### config.mk
export PLATFORM = sky130hd
export DESIGN_NAME = imem_loader
export DESIGN_NICKNAME = d
export VERILOG_FILES = /design/src/rtl/imem_pkg.sv /design/src/rtl/imem_ram.sv /design/src/rtl/imem_loader.sv
export SDC_FILE = /design/constraint.sdc
export NUM_CORES = 1
export LEC_CHECK = 0
export CAP_MARGIN = 25
export CORE_MARGIN = 2
export CORE_UTILIZATION = 50
export CTS_CLUSTER_DIAMETER = 120
export CTS_CLUSTER_SIZE = 8
export DETAILED_ROUTE_END_ITERATION = 7
export GPL_ROUTABILITY_DRIVEN = 0
export PLACE_DENSITY = 0.79
export SLEW_MARGIN = 25
export SYNTH_ARGS = -nofsm -noshare
export SYNTH_HDL_FRONTEND = slang
export SYNTH_SLANG_ARGS = --single-unit
export TNS_END_PERCENT = 50
### constraint.sdc
create_clock -name clka -period 3 [get_ports clka]
set_clock_uncertainty 0.2 [all_clocks]
set_input_delay 0.45 -clock clka [delete_from_list [all_inputs] [get_ports clka]]
set_output_delay 0.45 -clock clka [all_outputs]
set_load 0.01 [all_outputs]
### src/rtl/imem_pkg.sv
// Shared types and constants for the instruction memory and its program loader.
package imem_pkg;

   typedef enum logic [1:0] {
      IDLE    = 2'd0,
      LOADING = 2'd1,
      FULL    = 2'd2
   } imem_state_t;

   // Instruction returned for out-of-range or misaligned fetches.
   localparam int unsigned NOP_INS = 0;

endpackage : imem_pkg

### src/rtl/imem_ram.sv
// Instruction store: one synchronous write port, one synchronous read port, no reset.
module imem_ram #(
   parameter int unsigned WIDTH = 16,
   parameter int unsigned DEPTH = 64,
   parameter int unsigned AW    = $clog2(DEPTH)
) (
   input  logic             clk_i,
   input  logic             wr_en_i,
   input  logic [AW-1:0]    wr_addr_i,
   input  logic [WIDTH-1:0] wr_data_i,
   input  logic             rd_en_i,
   input  logic [AW-1:0]    rd_addr_i,
   output logic [WIDTH-1:0] rd_data_o
);

   logic [WIDTH-1:0] mem_q [DEPTH];
   logic [WIDTH-1:0] rd_data_q;

   always_ff @(posedge clk_i) begin
      if (wr_en_i) begin
         mem_q[wr_addr_i] <= wr_data_i;
      end
      if (rd_en_i) begin
         rd_data_q <= mem_q[rd_addr_i];
      end
   end

   assign rd_data_o = rd_data_q;

endmodule : imem_ram

### src/rtl/imem_loader.sv
// Instruction memory with a sequential valid/ready program loader and a
// PC-addressed fetch port that is only serviced outside of load sessions.
module imem_loader
   import imem_pkg::*;
#(
   parameter int unsigned INS_WIDTH = 16,
   parameter int unsigned DEPTH     = 64,
   parameter int unsigned PC_WIDTH  = $clog2(DEPTH) + 1
) (
   input  logic                     clka,
   input  logic                     reset,
   input  logic                     we_ins,
   input  logic                     load_valid,
   input  logic [INS_WIDTH-1:0]     load,
   output logic                     load_ready,
   output logic [$clog2(DEPTH):0]   load_count,
   output logic                     overflow,
   input  logic                     fetch_en,
   input  logic [PC_WIDTH-1:0]      pc,
   output logic [INS_WIDTH-1:0]     instr,
   output logic                     instr_valid,
   output logic                     misaligned
);

   localparam int unsigned AW    = $clog2(DEPTH);
   localparam int unsigned CNT_W = AW + 1;
   localparam int unsigned IDX_W = PC_WIDTH - 1;

   imem_state_t            state_q, state_d;
   logic [CNT_W-1:0]       count_q, count_d;
   logic                   ovf_q, ovf_d;
   logic                   ready_q, ready_d;
   logic                   wr_en_c;

   logic [IDX_W-1:0]       rd_idx_c;
   logic                   in_range_c;
   logic                   fetch_hit_c;
   logic                   rd_ok_c;
   logic [INS_WIDTH-1:0]   ram_rdata;

   logic                   fetch_q;
   logic                   ok_q;
   logic                   mis_q;
   logic [INS_WIDTH-1:0]   instr_q;
   logic                   instr_valid_q;
   logic                   mis_out_q;

   // Loader FSM: the word count doubles as the write pointer.
   always_comb begin
      state_d = state_q;
      count_d = count_q;
      ovf_d   = ovf_q;
      wr_en_c = 1'b0;
      unique case (state_q)
         IDLE: begin
            if (we_ins) begin
               state_d = LOADING;
               count_d = '0;
               ovf_d   = 1'b0;
            end
         end
         LOADING: begin
            if (!we_ins) begin
               state_d = IDLE;
            end else if (load_valid) begin
               wr_en_c = 1'b1;
               count_d = count_q + CNT_W'(1);
               if (count_q == CNT_W'(DEPTH - 1)) begin
                  state_d = FULL;
               end
            end
         end
         FULL: begin
            if (load_valid) begin
               ovf_d = 1'b1;
            end
            if (!we_ins) begin
               state_d = IDLE;
            end
         end
         default: begin
            state_d = IDLE;
         end
      endcase
      ready_d = (state_d == LOADING);
   end

   always_ff @(posedge clka) begin
      if (reset) begin
         state_q <= IDLE;
         count_q <= '0;
         ovf_q   <= 1'b0;
         ready_q <= 1'b0;
      end else begin
         state_q <= state_d;
         count_q <= count_d;
         ovf_q   <= ovf_d;
         ready_q <= ready_d;
      end
   end

   // Fetch qualification uses the count before any same-edge session start.
   assign rd_idx_c    = pc[PC_WIDTH-1:1];
   assign in_range_c  = 32'(rd_idx_c) < 32'(count_q);
   assign fetch_hit_c = fetch_en & (state_q == IDLE);
   assign rd_ok_c     = fetch_hit_c & ~pc[0] & in_range_c;

   imem_ram #(
      .WIDTH (INS_WIDTH),
      .DEPTH (DEPTH),
      .AW    (AW)
   ) u_ram (
      .clk_i     (clka),
      .wr_en_i   (wr_en_c),
      .wr_addr_i (AW'(count_q)),
      .wr_data_i (load),
      .rd_en_i   (rd_ok_c),
      .rd_addr_i (AW'(rd_idx_c)),
      .rd_data_o (ram_rdata)
   );

   // Second stage turns the RAM read into a registered instruction or NOP.
   always_ff @(posedge clka) begin
      if (reset) begin
         fetch_q       <= 1'b0;
         ok_q          <= 1'b0;
         mis_q         <= 1'b0;
         instr_q       <= INS_WIDTH'(NOP_INS);
         instr_valid_q <= 1'b0;
         mis_out_q     <= 1'b0;
      end else begin
         fetch_q       <= fetch_hit_c;
         ok_q          <= rd_ok_c;
         mis_q         <= fetch_hit_c & pc[0];
         instr_valid_q <= fetch_q;
         if (fetch_q) begin
            instr_q   <= ok_q ? ram_rdata : INS_WIDTH'(NOP_INS);
            mis_out_q <= mis_q;
         end
      end
   end

   assign load_ready  = ready_q;
   assign load_count  = count_q;
   assign overflow    = ovf_q;
   assign instr       = instr_q;
   assign instr_valid = instr_valid_q;
   assign misaligned  = mis_out_q;

endmodule : imem_loader

==> flow_metrics.tcl <==
set metrics [dict create \
    status "completed" \
    path_class "input port to register" \
    max_stage_delay_ns 0.75 \
    avgSynthCellArea_um2 21.66 \
    cts_setup_buffers 0 \
    top_usage_layer "met2" \
    regArea_um2 31870 \
    ant_nets 0 \
    r2r-end "u_ram.mem_q[2][13]$_DFFE_PP_" \
    power.density_nw_per_um2 675.4 \
    diodes 0 \
    ctsRootBufferMaster "clkbuf_16" \
    r2r.worst_path.cells 7 \
    final_common_cell "edfxtp_1" \
    hp-start "load[0]" \
    vias 21410 \
    slew_violations 0 \
    cts_tree "built" \
    synth-edff-count 1040 \
    finalWirelength_mm 103.4 \
    clockBufferDepth 3 \
    period_share_pct 89.09 \
    portBuffers 54 \
    synth_nets 1916 \
    hpwl_mm 62.99 \
    cp-end-kind "register" \
    fill_cells 5242 \
    io_pins 55 \
    synth.distinct_cells 40 \
    ctsHoldBuffers 4 \
    rows 104 \
    hold_end "u_ram.mem_q[56][0]$_DFFE_PP_" \
    design_area_um2 48630 \
    slew-limit-headroom_pct 32.77 \
    crit_chain "clkdlybuf4s50_1 -> buf_12 -> buf_12 -> nor2_1 -> a22oi_1 -> nand2_1 -> o21ai_0 -> buf_4 -> a221oi_1" \
    setup_viol 0 \
    instances_no_fill 3302 \
    placed_cells 3113 \
    cts.sinks 1072 \
    ys_ff_latch 1072 \
    hp-class "input port to register" \
    hold_depth 2 \
    grt_pass1_vias 21910 \
    first_iter_violations 2961 \
    async_reset_ff_share_pct 0 \
    multi_input_area_um2 8332 \
    wl_per_cell_um 31.31 \
    critPathArrivalTime_ns 2.99 \
    core-area_um2 80680 \
    die_width_um 289.5 \
    hold_ws_ns 0.02629 \
    tns_ns 0 \
    via_per_inst 6.484 \
    syn_area_um2 40760 \
    leakage_nw 15.55 \
    initial_core_util_pct 50.52 \
    hold_viol_final 0 \
    path_buf_inv 4 \
    drc 0 \
    cts_max_level 4 \
    r2r-start "state_q[1]$_SDFF_PP0_" \
    ys_seq_area_share_pct 78.20 \
    maxCapViolCount 0 \
    fmax_mhz 374.1 \
    area_growth_syn_to_layout_pct 19.32 \
    synthCells 1882 \
    drive_gt1_share_pct 29.30 \
    crit_fanout 12 \
    dpl-instance-area_um2 44540 \
    cts_resized 0 \
    overflow 0 \
    slowest_stage "nor2_1" \
    critPathLaunchType "input port" \
    yosys_warnings 0 \
    r2r_slack_ns 0.35 \
    grt_util_met3_pct 6.735 \
    final_net_count 2246 \
    synth_ff_type "edfxtp_1" \
    met1_usage_pct 32.29 \
    max-vdd-ir-drop_v 0.0006023 \
    dieArea_um2 83810 \
    clk_pin_slew_ns 0.05 \
    antenna_found_initial 3 \
    drtPass1Iterations 6 \
    numCtsBuffers 151 \
    clk_latency_ns 0.73 \
    critPathTopFamily "buffers and inverters" \
    power_w 0.03284 \
    final_cell_mix "1040 x edfxtp_1, 256 x mux4_2, 153 x clkbuf_16" \
    period_needed_ns 2.673 \
    grt_max_degree 65 \
    fp.dieH_um 289.5 \
    grt_usage_pct 25.08 \
    worstMarginPinSlew_ns 1.005 \
    rsz0062_at_grt "false" \
    crit_required_ns 3.31 \
    timing.critical_path.mode_cell "buf_12" \
    grtUsageMet2_pct 40.68 \
    grt_pass1_wl_mm 149.0 \
]
## metal layers
metal / share of wire, % / up-vias
met5: 0.013 / -
met4: 4.3 / 2
met3: 10 / 287
met2: 49 / 1459
met1: 36 / 11100
li1: - / 8564
## cell usage after synthesis (all sizes together) (5+ instances only)
cell type,number,area (um^2)
nor4,6,37.54
dfxtp,32,640.6
a31oi,7,43.79
ha,6,75.07
a221oi,5,43.79
clkbuf,27,101.4
nand3,20,100.1
buf,66,426.7
o22ai,62,387.9
o22a,5,43.79
or4,8,60.06
a21oi,35,175.2
nand2b,10,62.56
nand2,42,157.7
mux4,256,5766
nor3,17,85.08
o21ai,9,45.04
edfxtp,1040,31230
o41ai,5,43.79
inv,8,30.03
nor2b,28,175.2
o221ai,5,43.79
nor2,104,390.4
a22oi,42,315.3
## worst max-delay path by stage
stage	start	end	slack (ns)	cells past startpoint
final	pc[5]	u_ram.rd_data_o[3]$_DFFE_PP_	0.33	9
after global routing	load_count[0]$_SDFFE_PP0P_	load_count[0]	0.29	1
after CTS	load_count[0]$_SDFFE_PP0P_	load_count[0]	0.37	1
after detailed placement	pc[5]	u_ram.rd_data_o[6]$_DFFE_PP_	-0.31	9
after global placement	pc[5]	u_ram.rd_data_o[6]$_DFFE_PP_	-0.31	9
after floorplan	pc[1]	u_ram.rd_data_o[0]$_DFFE_PP_	0.18	9
## worst reg2reg max path: cells and delay by family (launching register included)
kind	cells	cell delay (ns)
and+or+nand+nor	5	1.27
DFF	1	0.34
buffers and inverters	2	0.52
## stage by stage
step                utilization (%)  worst slack [ns]
floorplan                         -            0.1845
global placement              55.21           -0.3132
detailed placement            55.21           -0.3146
CTS                           60.24            0.3675
global route                  60.28            0.2922
finish                        60.28            0.3272
## report_power, final
part           switching [W]  internal [W]  leakage, nW
combinational       0.000890      0.000578         3.99
clock                0.00587       0.00903         1.96
sequential         0.0000110        0.0165         9.61
## registers in the layout, indices dropped and copies added (netlist names)
name,cells
mis_q,1
load_ready,1
fetch_q,1
state_q,2
instr,16
misaligned,1
load_count,7
ok_q,1
u_ram.rd_data_o,16
u_ram.mem_q,1024
instr_valid,1
overflow,1
## kinds of logic after synthesis
kind of cell               Yosys count  synth area share, %
DFF                               1072                78.20
muxes                              260                14.24
and+or+nand+nor                    259                3.024
AOI/OAI and AO/OA                  180                2.895
buffers and inverters              101                1.369
adders and majority gates            6               0.1842
xor gates and xnor gates             4              0.08595
## layout make-up
class,instances,area share (%)
clock inverter,10,0.2341
clock buffer,173,8.028
sequential,1072,65.54
timing repair buffer,270,6.278
tap,1060,2.727
inverter,8,0.06175
multi-input combinational,709,17.13
(Power assumes the default switching activity.)
